--- src/rtl/frame_chunk_scheduler.sv ---
// Frame chunk scheduler: walks a host image request through the pixel controller
// one buffer-sized chunk at a time, with a per-chunk watchdog and abort.
module frame_chunk_scheduler #(
  parameter  int unsigned W_ADDR_SIZE_BITS = 16,
  parameter  int unsigned CHUNK_PIX        = 20,
  parameter  int unsigned WD_BITS          = 10,
  parameter  int unsigned TIMEOUT_CYCLES   = 1023,
  localparam int unsigned NUM_W            = 25,
  localparam int unsigned CNT_W            = 16
) (
  input  logic                        i_clk,
  input  logic                        i_n_rst,
  input  logic                        i_start,
  input  logic                        i_abort,
  input  logic [W_ADDR_SIZE_BITS-1:0] i_cfg_src_base,
  input  logic [W_ADDR_SIZE_BITS-1:0] i_cfg_dst_base,
  input  logic [NUM_W-1:0]            i_cfg_num_pixels,
  output logic                        o_busy,
  output logic                        o_done,
  output logic                        o_error,
  output logic [CNT_W-1:0]            o_chunk_count,
  output logic                        o_pc_n_rst,
  output logic [W_ADDR_SIZE_BITS-1:0] o_pc_read_offset,
  output logic [W_ADDR_SIZE_BITS-1:0] o_pc_write_offset,
  output logic [NUM_W-1:0]            o_pc_num_pix,
  input  logic                        i_pc_end_of_operations
);

  localparam logic [NUM_W-1:0]   CHUNK_N = NUM_W'(CHUNK_PIX);
  localparam logic [WD_BITS-1:0] WD_LAST = WD_BITS'(TIMEOUT_CYCLES - 1);

  typedef enum logic [2:0] {
    S_IDLE,
    S_SETUP,
    S_KICK,
    S_WAIT,
    S_ADVANCE,
    S_FINISH,
    S_ERROR
  } state_t;

  state_t                        r_state;
  logic [W_ADDR_SIZE_BITS-1:0]   r_src;
  logic [W_ADDR_SIZE_BITS-1:0]   r_dst;
  logic [W_ADDR_SIZE_BITS-1:0]   r_idx;
  logic [NUM_W-1:0]              r_remaining;
  logic [WD_BITS-1:0]            r_wd;
  logic                          r_busy;
  logic                          r_done;
  logic                          r_error;
  logic [CNT_W-1:0]              r_chunk_count;
  logic                          r_pc_n_rst;
  logic [W_ADDR_SIZE_BITS-1:0]   r_pc_read_offset;
  logic [W_ADDR_SIZE_BITS-1:0]   r_pc_write_offset;
  logic [NUM_W-1:0]              r_pc_num_pix;

  logic [NUM_W-1:0]              w_first_chunk;
  logic [NUM_W-1:0]              w_next_chunk;

  // Chunk size is the smaller of the buffer depth and what is left of the job
  assign w_first_chunk = (i_cfg_num_pixels > CHUNK_N) ? CHUNK_N : i_cfg_num_pixels;
  assign w_next_chunk  = (r_remaining > CHUNK_N) ? CHUNK_N : r_remaining;

  // Outputs are registered as the Moore value of the state being entered
  always_ff @(posedge i_clk) begin
    if (!i_n_rst) begin
      r_state           <= S_IDLE;
      r_src             <= '0;
      r_dst             <= '0;
      r_idx             <= '0;
      r_remaining       <= '0;
      r_wd              <= '0;
      r_busy            <= 1'b0;
      r_done            <= 1'b0;
      r_error           <= 1'b0;
      r_chunk_count     <= '0;
      r_pc_n_rst        <= 1'b0;
      r_pc_read_offset  <= '0;
      r_pc_write_offset <= '0;
      r_pc_num_pix      <= '0;
    end else begin
      r_done <= 1'b0;
      case (r_state)
        S_IDLE, S_ERROR: begin
          if (i_start) begin
            r_src         <= i_cfg_src_base;
            r_dst         <= i_cfg_dst_base;
            r_idx         <= '0;
            r_remaining   <= i_cfg_num_pixels;
            r_chunk_count <= '0;
            r_error       <= 1'b0;
            r_busy        <= 1'b1;
            if (i_cfg_num_pixels == '0) begin
              r_state    <= S_FINISH;
              r_done     <= 1'b1;
              r_pc_n_rst <= 1'b0;
            end else begin
              r_state           <= S_SETUP;
              r_pc_read_offset  <= i_cfg_src_base;
              r_pc_write_offset <= i_cfg_dst_base;
              r_pc_num_pix      <= w_first_chunk;
              r_pc_n_rst        <= 1'b1;
            end
          end
        end

        S_SETUP: begin
          if (i_abort) begin
            r_state    <= S_IDLE;
            r_busy     <= 1'b0;
            r_pc_n_rst <= 1'b0;
          end else begin
            r_state    <= S_KICK;
            r_pc_n_rst <= 1'b0;
          end
        end

        // Falling pc_n_rst with stable offsets makes the controller latch them
        S_KICK: begin
          if (i_abort) begin
            r_state    <= S_IDLE;
            r_busy     <= 1'b0;
            r_pc_n_rst <= 1'b0;
          end else begin
            r_state    <= S_WAIT;
            r_pc_n_rst <= 1'b1;
            r_wd       <= '0;
          end
        end

        S_WAIT: begin
          if (i_abort) begin
            r_state    <= S_IDLE;
            r_busy     <= 1'b0;
            r_pc_n_rst <= 1'b0;
          end else if (i_pc_end_of_operations) begin
            r_state       <= S_ADVANCE;
            r_pc_n_rst    <= 1'b0;
            r_idx         <= r_idx + W_ADDR_SIZE_BITS'(r_pc_num_pix);
            r_remaining   <= r_remaining - r_pc_num_pix;
            r_chunk_count <= r_chunk_count + CNT_W'(1);
          end else if (r_wd == WD_LAST) begin
            r_state    <= S_ERROR;
            r_error    <= 1'b1;
            r_busy     <= 1'b0;
            r_pc_n_rst <= 1'b0;
          end else begin
            r_wd <= r_wd + WD_BITS'(1);
          end
        end

        // r_remaining already holds the post-chunk count here
        S_ADVANCE: begin
          if (i_abort) begin
            r_state    <= S_IDLE;
            r_busy     <= 1'b0;
            r_pc_n_rst <= 1'b0;
          end else if (r_remaining == '0) begin
            r_state <= S_FINISH;
            r_done  <= 1'b1;
          end else begin
            r_state           <= S_SETUP;
            r_pc_read_offset  <= r_src + r_idx;
            r_pc_write_offset <= r_dst + r_idx;
            r_pc_num_pix      <= w_next_chunk;
            r_pc_n_rst        <= 1'b1;
          end
        end

        S_FINISH: begin
          r_state    <= S_IDLE;
          r_busy     <= 1'b0;
          r_pc_n_rst <= 1'b0;
        end

        default: begin
          r_state    <= S_IDLE;
          r_busy     <= 1'b0;
          r_pc_n_rst <= 1'b0;
        end
      endcase
    end
  end

  assign o_busy            = r_busy;
  assign o_done            = r_done;
  assign o_error           = r_error;
  assign o_chunk_count     = r_chunk_count;
  assign o_pc_n_rst        = r_pc_n_rst;
  assign o_pc_read_offset  = r_pc_read_offset;
  assign o_pc_write_offset = r_pc_write_offset;
  assign o_pc_num_pix      = r_pc_num_pix;

endmodule

--- config.mk ---
export PLATFORM = sky130hd
export DESIGN_NAME = frame_chunk_scheduler
export DESIGN_NICKNAME = d
export VERILOG_FILES = /design/src/rtl/frame_chunk_scheduler.sv
export SDC_FILE = /design/constraint.sdc
export NUM_CORES = 1
export LEC_CHECK = 0
export CAP_MARGIN = 20
export CORE_MARGIN = 8
export CORE_UTILIZATION = 55
export DETAILED_ROUTE_END_ITERATION = 8
export PLACE_DENSITY = 0.79
export SYNTH_ARGS = -nofsm -noshare
export SYNTH_HDL_FRONTEND = slang
export SYNTH_SLANG_ARGS = --single-unit
--- constraint.sdc ---
create_clock -name i_clk -period 3.2 [get_ports i_clk]
set_input_delay 0.64 -clock i_clk [delete_from_list [all_inputs] [get_ports i_clk]]
set_output_delay 0.64 -clock i_clk [all_outputs]
set_load 0.03 [all_outputs]
Yosys cells after proc, flatten, opt, wreduce, memory -nomap -nowiden
Cells that the tools add are included.
{"block": "op_classes", "reduce_logical": 16, "n_shift": 0, "mul": 0, "eq_ne": 21, "magnitude_cmp": 2, "add_sub_neg": 6, "muxes": 67, "n_bitwise": 0, "div_mod_pow": 0}
{"cell": "2-to-1 mux 25 bit", "count": 9}
{"cell": "2-to-1 mux 16 bit", "count": 13}
{"cell": "case mux 16 bit (2 select lines)", "count": 4}
{"cell": "case mux 25 bit (2 select lines)", "count": 2}
{"cell": "greater-than comparator 25 x 5 -> 1 bit, second input constant", "count": 2}
{"cell": "zero test 25 bit", "count": 2}
{"cell": "adder 16 bit", "count": 3}
{"cell": "2-to-1 mux 10 bit", "count": 4}
{"cell": "subtractor 25 bit", "count": 1}
{"cell": "2-to-1 mux 3 bit", "count": 7}
{"cell": "2-to-1 mux 1 bit", "count": 20}
{"cell": "inequality test 2 bit, second input constant", "count": 10}
{"cell": "case mux 10 bit (2 select lines)", "count": 1}
{"cell": "adder 16 x 1 -> 16 bit, second input constant", "count": 1}
{"cell": "case mux 3 bit (5 select lines)", "count": 1}
{"cell": "AND reduction 5 bit", "count": 3}
{"cell": "adder 10 x 1 -> 10 bit, second input constant", "count": 1}
{"cell": "equality test 10 bit, second input constant", "count": 1}
{"cell": "inequality test 3 bit, second input constant", "count": 3}
{"cell": "AND reduction 4 bit", "count": 2}
{"cell": "equality test 3 x 2 -> 1 bit, second input constant", "count": 2}
{"cell": "equality test 3 bit, second input constant", "count": 2}
{"cell": "nonzero test 2 bit", "count": 3}
{"cell": "2-to-1 mux 2 bit", "count": 2}
{"cell": "other kinds (11)", "count": 13}
{"block": "word_totals", "memories": 0, "input_bits": 62, "latchBits": 0, "out_inout_bits": 77, "mem_bits_rw": 0, "rom_bits": 0, "register_bits": 163, "wordCells": 126}

Depth between registers and ports, before layout
Gate-level depths: netlist (run 1).
{"block": "logic_depth", "ltp_word": 5, "mapped_depth": 11, "depth_no_buf": 11}

Least setup slack after synthesis (run 1)
OpenSTA, ideal clock, no wires.
{"block": "synth_timing", "path_kind": "input -> register", "startpoint": "input port i_cfg_num_pixels[8]", "endpoint": "register r_pc_write_offset[14] (netlist: o_pc_write_offset[14])", "t_arrival_ps": 2478, "path_stages": 8, "setup_slack_ps": 589, "t_required_ps": 3067, "path_buffers": 1, "setup_time_ps": 133, "cell_sequence": "or4_1 -> or4_4 -> nor3_2 -> nor4_1 -> buf_2 -> and3_1 -> mux2i_1 -> a31oi_1"}
{"block": "synth_between", "elab_chain_cells": 3}
{"item": "start, declared", "line_no": "17", "source": "input logic [NUM_W-1:0] i_cfg_num_pixels,"}
{"item": "zero test 25 bit", "line_no": "93", "source": "if (i_cfg_num_pixels == '0) begin"}
{"item": "inequality test 2 bit (no line)"}
{"item": "AND reduction 5 bit (no line)"}
{"item": "end signal, assigned", "line_no": "100", "source": "r_pc_write_offset <= i_cfg_dst_base;"}
{"item": "end signal, assigned", "line_no": "164", "source": "r_pc_write_offset <= r_dst + r_idx;"}
{"item": "end, declared", "line_no": "54", "source": "logic [W_ADDR_SIZE_BITS-1:0] r_pc_write_offset;"}
Every way passes these cells.
A chain may end at the register's enable or synchronous reset.

Worst setup path after layout (run 1)
{"block": "layout_timing", "startpoint": "input port i_cfg_num_pixels[23]", "endpoint": "register r_pc_read_offset[13] (netlist: o_pc_read_offset[13])"}
{"block": "layout_between", "elab_chain_cells": 3}
{"item": "zero test 25 bit", "line_no": "93"}
{"item": "inequality test 2 bit (no line)"}
{"item": "AND reduction 5 bit (no line)"}
{"item": "end signal, assigned", "line_no": "99", "source": "r_pc_read_offset <= i_cfg_src_base;"}
{"item": "end signal, assigned", "line_no": "163", "source": "r_pc_read_offset <= r_src + r_idx;"}
{"item": "end, declared", "line_no": "53", "source": "logic [W_ADDR_SIZE_BITS-1:0] r_pc_read_offset;"}
Every way passes these cells.

==> results of run 1 <==
area by class of cell:
| type | count | area [um2] | area share, % |
|---|---|---|---|
| Inverter | 53 | 200.2 | 1.674 |
| Multi-Input combinational cell | 919 | 5814 | 48.61 |
| Timing Repair Buffer | 191 | 1792 | 14.98 |
| Clock inverter | 12 | 156.4 | 1.308 |
| Clock buffer | 19 | 452.9 | 3.787 |
| Tap cell | 225 | 281.5 | 2.354 |
| Sequential cell | 163 | 3263 | 27.28 |
where the power goes:
part           internal [mW]  total [mW]  switching [mW]  leakage [nW]
registers               2.19        2.31           0.128          1.33
logic                  0.756        1.82            1.06          3.32
clock network           1.27        2.11           0.845         0.287
registers in the layout, summed over array words and instances (netlist names), 3 cells and up:
signal and count:
o_chunk_count 16, o_pc_num_pix 25, o_pc_read_offset 16, o_pc_write_offset 16
r_dst 16, r_idx 16, r_remaining 25, r_src 16
r_state 3, r_wd 10
cells by family after synthesis:
kind of cell               count (synthesis)  share of synthesized area, %
and+or+nand+nor                          425                         20.35
AOI/OAI and AO/OA                        339                         22.94
buffers and inverters                    112                         4.859
adders and majority gates                 76                         10.30
muxes                                      3                        0.3152
DFF                                      163                         34.25
xor gates and xnor gates                  76                         6.986
synthesized netlist by cell type, types with 6 or more instances:
cell type	instances	area, um2
dfxtp_1	163	3263
nand2_1	153	574.3
nor2_1	116	435.4
a21oi_1	109	545.5
ha_1	72	900.9
o21ai_0	64	320.3
nor3_1	54	270.3
inv_1	52	195.2
xor2_1	52	455.4
clkbuf_1	43	161.4
xnor2_1	24	210.2
a21o_1	23	172.7
a31oi_1	21	131.4
nand3_1	18	90.09
a22oi_1	16	120.1
nand4_1	16	100.1
a211oi_1	13	97.59
a222oi_1	13	130.1
nor4_1	13	81.33
o22ai_1	13	81.33
nor2b_1	9	56.30
or3_1	9	56.30
o21bai_1	8	60.06
and3_1	7	43.79
buf_2	7	35.03
o211ai_1	7	52.55
a311oi_1	6	52.55
and2_1	6	37.54
metrics by stage:
| stage | power, mW | setup TNS, ns | util [%] | cells |
|---|---|---|---|---|
| 4_1_cts | 6.243 | 0 | 69.85 | 1582 |
| 5_1_grt | 6.553 | 0 | 69.88 | 1582 |
| 6_report | 6.244 | 0 | 69.88 | 1582 |
| 2_1_floorplan | 3.551 | 0 | - | 1194 |
| 3_3_place_gp | 4.102 | -0.2087 | 66.29 | 1551 |
| 3_5_place_dp | 4.136 | -2.990 | 66.29 | 1551 |
worst paths after layout:
check	to	cells past startpoint	slack, ns
max	o_pc_read_offset[13]	11	0.20
min	r_src[10]	2	0.46
max reg2reg	r_remaining[13]	10	0.26
min reg2reg	r_src[10]	2	0.46
tightest hold or removal path: cells and delay by family, from the launching register on:
kind | cells | cell delay, ns
flops | 1 | 0.31
simple gates | 1 | 0.05
compound gates | 1 | 0.05
per-layer routing:
layer	vias to the layer above	wire (um)
met5	-	0
met4	0	834
met3	66	2023
met2	371	13140
met1	4417	11750
li1	4617	-
==> summary.md, run 1 <==
| Metric | Value |
|---|---|
| Status | `finished, final reports clean` |
| Drt pass-1 iters | `6` |
| WP buf/inv | `3` |
| Met3 GRT Util | `5.350%` |
| Syn_area_per_cell | `7.980 um2` |
| Worst Min Path Start | `r_src[10]` |
| WL/cell | `17.54 um` |
| Initial Util | `55.67%` |
| Worst-path clk slew | `0.07 ns` |
| Hold Worst Slack | `0.4628 ns` |
| Slew headroom | `35.99%` |
| CP Launch Type | `primary input` |
| Hold/Removal Path Class | `flop to flop` |
| CTS tree | `built` |
| Post-synthesis sequential area ratio | `roughly a third` |
| Hold buffers post-CTS | `0` |
| Commonest cells after routing, fill and taps aside | `163 x dfxtp_1, 153 x nand2_1, 138 x clkdlybuf4s50_1, 116 x nor2_1, 108 x a21oi_1` |
| RSZ-0062 raised after global routing | `no` |
| Worst-Margin Slew | `about 0.95 ns` |
| Leakage | `4.937 nW` |
| Yosys warns | `0` |
| Overflow left after global routing | `0` |
| Residual DRC count | `0` |
| GRT met1 Usage | `31.20%` |
| Post-synthesis cell area | `0.009528 mm2` |
| Final hold vios | `0` |
| Vias in the first global route | `9177` |
| HPWL after detailed placement | `20500 um` |
| Die footprint | `between 0.02 and 0.025 mm2` |
| Placer Congestion | `0.9306` |
| Maximum vdd ir drop | `between 0.4 and 0.5 mV` |
| CP peak stage delay | `0.54 ns` |
| Max cap viols | `0` |
| Vias | `about 9500` |
| H-tree levels | `4` |
| CP Capture Type | `flop` |
| Asr flop ratio synth | `0%` |
| Count of final setup violators | `0` |
| First-pass GRT wire length | `45650 um` |
| CP Class | `primary input to flop` |
| R2R Path Start | `o_pc_num_pix[1]` |
| CTS Buffer Depth | `2` |
| Slowest CP cell | `or4_4` |
| Fin area | `about 0.012 mm2` |
| Required @ worst endpoint | `3.54 ns` |
| Post-CTS Resized | `0` |
| Crit path launch | `i_cfg_num_pixels[23]` |
| Iter 0 DRT Violations | `883` |
| Flop and latch count out of synthesis | `163` |
| Slew Viols, Final | `0` |
| Clock skew | `0.008667 ns` |
| Initial antenna violation count | `0` |
| Most used cell, CP | `buf_4` |
| Core Box Area | `between 0.015 and 0.02 mm2` |
| Gr usage total | `25.38%` |
| CP top delay family | `simple AND/OR/NAND/NOR gates` |
| Commonest non-fill, non-tap cell in the layout | `dfxtp_1` |
| Post-route ant nets | `0` |
| Mapped Cells | `~1200` |
| Critical path arrival | `between 3 and 4 ns` |
| Post-Syn Nets | `1332` |
| Avg Vias per Cell | `5.987` |
| I/O pin total | `around 140` |
| Nets | `1483` |
| Fill cells | `1452` |
| Cts bufs inserted | `17` |
| Synth unique cells | `74` |
| Rows | `48` |
| WL final | `27750 um` |
| Pin count of the biggest net entering global routing | `40` |
| Root Buffer | `clkbuf_16` |
| Clock latency on the worst-skew pair | `0.43 ns` |
| # Post-CTS Setup Buffers | `0` |
| Post-synth top flop | `dfxtp_1` |
| PwrDens | `522.1 mW/mm2` |
| Cell Area, Placed | `0.01135 mm2` |
| Final period demand of the worst path | `2.996 ns` |
| Final WS setup | `0.2043 ns` |
| Final worst-path cycle share | `93.62%` |
| Num Clock Sinks | `163` |
| Setup WS pre-CTS | `-0.1752 ns` |
| Met2 Usage GRT | `42.18%` |
| Fmax | `between 0.3 and 0.4 GHz` |
| Worst-path cell chain | `clkdlybuf4s50_1, nor4_1, buf_4, nand3_1, or4_4, nor3_2, or4_1, buf_4, or3_1, o21ai_1, a311oi_2` |
| GR peak layer | `met2` |
| Layout area overhead | `25.53%` |
| Chip width | `147.6 um` |
| N_diodes | `0` |
| Port bufs | `138` |
| Post-synth EDFFs | `0` |
| Layout cell share with drive strength beyond 1 | `7.738%` |
| Height of the die | `between 100 and 150 um` |
| Crit Path Max Fanout | `7` |
Power figures use the tool's default switching activity.
==> run 2, diff against run 1 <==
--- a/config.mk
+++ b/config.mk
@@ -10,6 +10,7 @@
 export CORE_UTILIZATION = 55
 export DETAILED_ROUTE_END_ITERATION = 8
 export PLACE_DENSITY = 0.79
+export RECOVER_POWER = 50
 export SYNTH_ARGS = -nofsm -noshare
 export SYNTH_HDL_FRONTEND = slang
 export SYNTH_SLANG_ARGS = --single-unit
==> run 2 against run 1 <==
Compared with the run above: first-iteration DRC count is 10% lower; via count up 0.16%; critical endpoint unchanged; sequential power is essentially flat; register-to-register slack barely moved; largest cell class unchanged; fmax shrank 0.47%; non-clock buffer count unchanged; clock power is essentially flat; sequential share of layout area barely moved; critical path depth unchanged; core utilization is 0.10 points lower.
==> summary.md, run 2 (synthesis results as in run 1) <==
| Metric | Value |
|---|---|
| Status | `finished, final reports clean (unchanged)` |
| Crit Path Max Fanout | `7 (unchanged)` |
| Maximum vdd ir drop | `0.4165 mV (was 0.4170 mV)` |
| Layout area overhead | `25.34% (was 25.53%)` |
| Nets | `1483 (unchanged)` |
| Placer Congestion | `0.9306 (unchanged)` |
| Final period demand of the worst path | `3.010 ns (was 2.996 ns)` |
| Final WS setup | `0.1902 ns (was 0.2043 ns)` |
| Final worst-path cycle share | `94.06% (was 93.62%)` |
| Final Core Density | `69.77% (was 69.88%)` |
| Root Buffer | `clkbuf_16 (unchanged)` |
| CP top delay family | `simple AND/OR/NAND/NOR gates (unchanged)` |
| Chip width | `147.6 um (unchanged)` |
| Port bufs | `138 (unchanged)` |
| Fin area | `0.01194 mm2 (was 0.01196 mm2)` |
| WP buf/inv | `3 (unchanged)` |
| Fin Setup TNS | `0 ns (unchanged)` |
| Initial Util | `55.67% (unchanged)` |
| Die footprint | `0.02179 mm2 (unchanged)` |
| Iter 0 DRT Violations | `794 (was 883)` |
| Worst-Margin Slew | `1.015 ns (was 0.9523 ns)` |
| WP depth | `11 (unchanged)` |
| Required @ worst endpoint | `3.54 ns (about the same)` |
| WL final | `27800 um (was 27750 um)` |
| Avg Vias per Cell | `5.996 (was 5.987)` |
| CP Class | `primary input to flop (unchanged)` |
| Drt pass-1 iters | `5 (was 6)` |
| First-pass GRT wire length | `45650 um (unchanged)` |
| I/O pin total | `139 (unchanged)` |
| Hold path depth | `2 (unchanged)` |
| Critical path arrival | `3.35 ns (was 3.34 ns)` |
| Clock skew | `0.01135 ns (was 0.008667 ns)` |
| Height of the die | `147.6 um (unchanged)` |
| Core Box Area | `0.01712 mm2 (unchanged)` |
| WL/cell | `17.57 um (was 17.54 um)` |
| Power Total | `6.214 mW (was 6.244 mW)` |
| CTS tree | `built (unchanged)` |
| Setup WS pre-CTS | `-0.1752 ns (unchanged)` |
| Clock latency on the worst-skew pair | `0.43 ns (about the same)` |
| Gr usage total | `25.38% (unchanged)` |
| CP Launch Type | `primary input (unchanged)` |
| Worst-path cell chain | `clkdlybuf4s50_1, nor4_1, buf_4, nand3_1, or4_4, nor3_2, or4_1, buf_4, or3_1, o21ai_1, a311oi_2 (unchanged)` |
| Count of final setup violators | `0 (unchanged)` |
| PwrDens | `520.3 mW/mm2 (was 522.1 mW/mm2)` |
| Pin count of the biggest net entering global routing | `40 (unchanged)` |
| Reg2reg path depth | `10 (unchanged)` |
| Overflow left after global routing | `0 (unchanged)` |
| Leakage | `5.126 nW (was 4.937 nW)` |
| Hold/Removal Path Class | `flop to flop (unchanged)` |
| # Post-CTS Setup Buffers | `0 (unchanged)` |
| Rows | `48 (unchanged)` |
| Most used cell, CP | `buf_4 (unchanged)` |
| Slowest CP cell | `or4_4 (unchanged)` |
| Commonest cells after routing, fill and taps aside | `163 x dfxtp_1, 154 x nand2_1, 116 x nor2_1, 108 x a21oi_1, 72 x ha_1 (was 163 x dfxtp_1, 153 x nand2_1, 138 x clkdlybuf4s50_1, 116 x nor2_1, 108 x a21oi_1)` |
| Vias | `9486 (was 9471)` |
| Final hold vios | `0 (unchanged)` |
| Vias in the first global route | `9177 (unchanged)` |
| Max cap viols | `0 (unchanged)` |
| Num Clock Sinks | `163 (unchanged)` |
| Post-route ant nets | `0 (unchanged)` |
| HPWL after detailed placement | `20500 um (unchanged)` |
| H-tree levels | `4 (unchanged)` |
| CP Capture Type | `flop (unchanged)` |
| Slew Viols, Final | `0 (unchanged)` |
| Slew headroom | `31.77% (was 35.99%)` |
| Worst-path clk slew | `0.07 ns (about the same)` |
| CTS Buffer Depth | `2 (unchanged)` |
| Cts bufs inserted | `17 (unchanged)` |
| N_diodes | `0 (unchanged)` |
| Residual DRC count | `0 (unchanged)` |
| Fmax | `0.3323 GHz (was 0.3338 GHz)` |
| RSZ-0062 raised after global routing | `no (unchanged)` |
| Commonest non-fill, non-tap cell in the layout | `dfxtp_1 (unchanged)` |
| CP peak stage delay | `0.55 ns (was 0.54 ns)` |
| Cell Area, Placed | `0.01135 mm2 (unchanged)` |
| Initial antenna violation count | `0 (unchanged)` |
| Layout cell share with drive strength beyond 1 | `7.443% (was 7.738%)` |
run 2: layer usage:
layer	share of wire [%]	GRT usage, %	wire length [um]	vias to the layer above
met3	6.9	5.350	1920	63
li1	-	-	-	4609
met1	43	31.20	11930	4458
met4	2.8	11.01	776	0
met5	0	0	0	-
met2	47	42.18	13180	356
run 2: worst reg2reg max path: cells and delay by family, from the launching register on:
| family | cells | cell delay (ns) |
|---|---|---|
| AO/OA/AOI/OAI | 5 | 1.51 |
| flip-flops | 1 | 0.46 |
| adder cells (fa/ha/maj) | 1 | 0.30 |
| XOR/XNOR | 1 | 0.22 |
| AND/OR/NAND/NOR | 2 | 0.21 |
| buffers and inverters | 1 | 0.11 |
run 2: worst paths after layout:
check,from,end,slack [ns]
setup reg to reg,o_pc_num_pix[1],r_remaining[13],0.26
setup / recovery,i_cfg_num_pixels[23],o_pc_read_offset[13],0.19
hold / removal,o_pc_num_pix[17],o_pc_num_pix[17],0.46
hold reg to reg,o_pc_num_pix[17],o_pc_num_pix[17],0.46
run 2: through the flow:
step	cells	hold slack, ns
2_1_floorplan	1194	0.4406
3_3_place_gp	1551	0.4483
3_5_place_dp	1551	0.4529
4_1_cts	1582	0.4621
5_1_grt	1582	0.4768
6_report	1582	0.4635
run 2: final cells by class:
class	instances	area, um2
multi-input combinational	919	5803
fill	1459	5174
sequential	163	3263
timing repair buffer	191	1785
clock buffer	19	452.9
tap	225	281.5
inverter	53	200.2
clock inverter	12	156.4
run 2: where the power goes:
part           internal (mW)  total (mW)  switching [mW]
Combinational          0.726        1.79            1.07
Sequential              2.18        2.31           0.123
Clock                   1.27        2.11           0.847
Total                   4.18        6.21            2.04
run 2: repair_timing:
| action | in CTS | in global routing |
|---|---|---|
| hold buffers | 0 | 0 |
| gates resized for setup | 0 | 2 |
| endpoints found under the setup margin | 0 | 4 |
==> run 3, diff against run 2 <==
--- a/config.mk
+++ b/config.mk
@@ -5,6 +5,7 @@
 export SDC_FILE = /design/constraint.sdc
 export NUM_CORES = 1
 export LEC_CHECK = 0
+export ABC_AREA = 0
 export CAP_MARGIN = 20
 export CORE_MARGIN = 8
 export CORE_UTILIZATION = 55
==> constraint.sdc (replaced) <==
create_clock -name i_clk -period 3.05 [get_ports i_clk]
set_input_delay 0.61 -clock i_clk [delete_from_list [all_inputs] [get_ports i_clk]]
set_output_delay 0.61 -clock i_clk [all_outputs]
set_load 0.03 [all_outputs]
==> run 3 against run 2 <==
Compared with the run above: global-route usage increased by 1.0 points; clock power up 8%; total power increased by 6.5%; design area grew 1.1%; final cell count is 1.3% higher; wire length is 5.5% higher; count of clock-buffer cells in the layout rose by 1; via count grew 3.5%.
==> summary.md, run 3 (synthesis results as in run 1) <==
| Metric | Value |
|---|---|
| HPWL after detailed placement | `21270 um (was 20500 um)` |
| Slew Viols, Final | `0 (unchanged)` |
| Commonest cells after routing, fill and taps aside | `163 x dfxtp_1, 153 x nand2_1, 116 x nor2_1, 109 x a21oi_1, 79 x dlygate4sd3_1 (was 163 x dfxtp_1, 154 x nand2_1, 116 x nor2_1, 108 x a21oi_1, 72 x ha_1)` |
| Die footprint | `0.02179 mm2 (unchanged)` |
| Nets | `1502 (was 1483)` |
| Fin area | `0.01207 mm2 (was 0.01194 mm2)` |
| Iter 0 DRT Violations | `851 (was 794)` |
| WL/cell | `18.30 um (was 17.57 um)` |
| I/O pin total | `139 (unchanged)` |
| Root Buffer | `clkbuf_16 (unchanged)` |
| Internal Dissipation | `4.420 mW (was 4.177 mW)` |
| Fmax | `between 0.3 and 0.4 GHz` |
| Max cap viols | `0 (unchanged)` |
| Commonest non-fill, non-tap cell in the layout | `dfxtp_1 (unchanged)` |
| Rows | `48 (unchanged)` |
| Height of the die | `147.6 um (unchanged)` |
| Core Box Area | `0.01712 mm2 (unchanged)` |
| Count of final setup violators | `0 (unchanged)` |
| CP Launch Type | `primary input (unchanged)` |
| Hold buffers post-CTS | `0 (unchanged)` |
| Critical path arrival | `3.24 ns (was 3.35 ns)` |
| Reg power frac | `36.6% (was 37.1%)` |
| N_diodes | `0 (unchanged)` |
| Avg Vias per Cell | `6.127 (was 5.996)` |
| NetSw | `2.197 mW (was 2.037 mW)` |
| Final period demand of the worst path | `2.891 ns` |
| Reg2reg path depth | `10 (unchanged)` |
| Clock latency on the worst-skew pair | `0.44 ns (was 0.43 ns)` |
| Worst-path clk slew | `0.06 ns (was 0.07 ns)` |
| Leakage | `5.236 nW (was 5.126 nW)` |
| Port bufs | `138 (unchanged)` |
| RSZ-0062 raised after global routing | `no (unchanged)` |
| Cell Area, Placed | `0.01149 mm2 (was 0.01135 mm2)` |
| Worst-Margin Slew | `1.266 ns (was 1.015 ns)` |
| Vias | `9815 (was 9486)` |
| Clk pwr share | `34.4% (was 34.0%)` |
| Initial antenna violation count | `1 (was 0)` |
| Clock skew | `0.009110 ns (was 0.01135 ns)` |
| PwrDens | `548.0 mW/mm2 (was 520.3 mW/mm2)` |
| CP Capture Type | `flop (unchanged)` |
| Comb pwr share | `29.1% (was 28.9%)` |
| First-pass GRT wire length | `47110 um (was 45650 um)` |
| Pin count of the biggest net entering global routing | `40 (unchanged)` |
| Placer Congestion | `0.9400 (was 0.9306)` |
| CTS Buffer Depth | `2 (unchanged)` |
| CTS tree | `built (unchanged)` |
| Vias in the first global route | `9437 (was 9177)` |
| Gr usage total | `26.38% (was 25.38%)` |
| Chip width | `147.6 um (unchanged)` |
| Flop2flop setup slack | `0.16 ns (was 0.26 ns)` |
| Post-route ant nets | `0 (unchanged)` |
| Layout cell share with drive strength beyond 1 | `8.424% (was 7.443%)` |
| Required @ worst endpoint | `3.40 ns (was 3.54 ns)` |
| Layout area overhead | `26.72% (was 25.34%)` |
| Crit Path Max Fanout | `7 (unchanged)` |
| Setup WS pre-CTS | `-0.2240 ns (was -0.1752 ns)` |
| Net Sw Frac | `33.20% (was 32.79%)` |
| Overflow left after global routing | `0 (unchanged)` |
| Drt pass-1 iters | `8 (was 5)` |
| Final hold vios | `0 (unchanged)` |
| Final worst-path cycle share | `94.79%` |
| H-tree levels | `4 (unchanged)` |
| Initial Util | `55.67% (unchanged)` |
| CP Class | `primary input to flop (unchanged)` |
| Residual DRC count | `0 (unchanged)` |
| Slew headroom | `15.12% (was 31.77%)` |
| Num Clock Sinks | `163 (unchanged)` |
| Status | `finished, final reports clean (unchanged)` |
| Final WS setup | `0.1588 ns (was 0.1902 ns)` |
| WL final | `29320 um (was 27800 um)` |
| Fill cells | `1403 (was 1459)` |
| Hold Worst Slack | `0.4612 ns (was 0.4635 ns)` |
| Cts bufs inserted | `17 (unchanged)` |
| Hold/Removal Path Class | `flop to flop (unchanged)` |
| Hold path depth | `2 (unchanged)` |
| Maximum vdd ir drop | `0.4836 mV (was 0.4165 mV)` |
==> run 3: changes by cell type in the layout (fill, tap and decap cells not counted), moves of 2 or more <==
cell,delta
clkinv_4,+2
clkdlybuf4s50_1,-10
dlygate4sd3_1,+10
clkinvlp_4,-2
clkbuf_1,+5
buf_4,+15
==> run 3: metrics by stage <==
stage / total power [mW] / utilization, % / TNS (ns) / instances
global placement: 4.336 / 67.12 / -0.8055 / 1570
detailed placement: 4.376 / 67.12 / -5.412 / 1570
finish: 6.616 / 70.54 / 0 / 1602
global route: 6.899 / 70.54 / 0 / 1602
floorplan: 3.726 / - / 0 / 1194
CTS: 6.642 / 70.75 / 0 / 1602
==> run 3: power groups by stage <==
stage	Sequential (mW)	Clock, mW	Combinational, mW
3_5_place_dp	2.46	0	1.91
3_3_place_gp	2.46	0	1.88
2_1_floorplan	2.59	0	1.13
6_report	2.42	2.27	1.92
4_1_cts	2.42	2.29	1.94
5_1_grt	2.43	2.38	2.08
==> run 3: path summary, 6_finish.rpt <==
path	from	end
max reg2reg	o_pc_num_pix[2]	r_remaining[13]
max	i_cfg_num_pixels[16]	o_pc_read_offset[13]
min	o_pc_read_offset[15]	o_pc_read_offset[15]
min reg2reg	o_pc_read_offset[15]	o_pc_read_offset[15]
==> run 3: worst max-delay path: stages <==
cell and delay [ns]:
clkdlybuf4s50_1 0.43, nor4_1 0.35, buf_4 0.19, nand3_1 0.17, or4_4 0.57, nor3_4 0.17
or4_1 0.16, buf_4 0.16, or3_1 0.10, o21ai_1 0.08, a311oi_2 0.24
==> run 3: area by class of cell <==
cell class | instances | area, um2 | share of cell area, %
clock buffers | 20 | 466.7 | 3.865
clock inverters | 12 | 155.1 | 1.285
inverters | 53 | 200.2 | 1.658
multi-input cells | 919 | 5808 | 48.10
flip-flops and latches | 163 | 3263 | 27.03
well taps | 225 | 281.5 | 2.332
repair buffers | 210 | 1899 | 15.73
==> run 3: layer usage <==
layer / vias up / part of all wire, % / track usage, %
met5: - / 0.044 / 0
met4: 2 / 4.0 / 13.11
met3: 97 / 7.4 / 6.512
met2: 429 / 47 / 43.62
met1: 4649 / 41 / 31.41
li1: 4638 / - / -
==> run 3: timing repair <==
action                                  4_1_cts  5_1_grt
gates resized for setup                       0        1
buffers inserted                              0        0
endpoints found under the setup margin        0        1
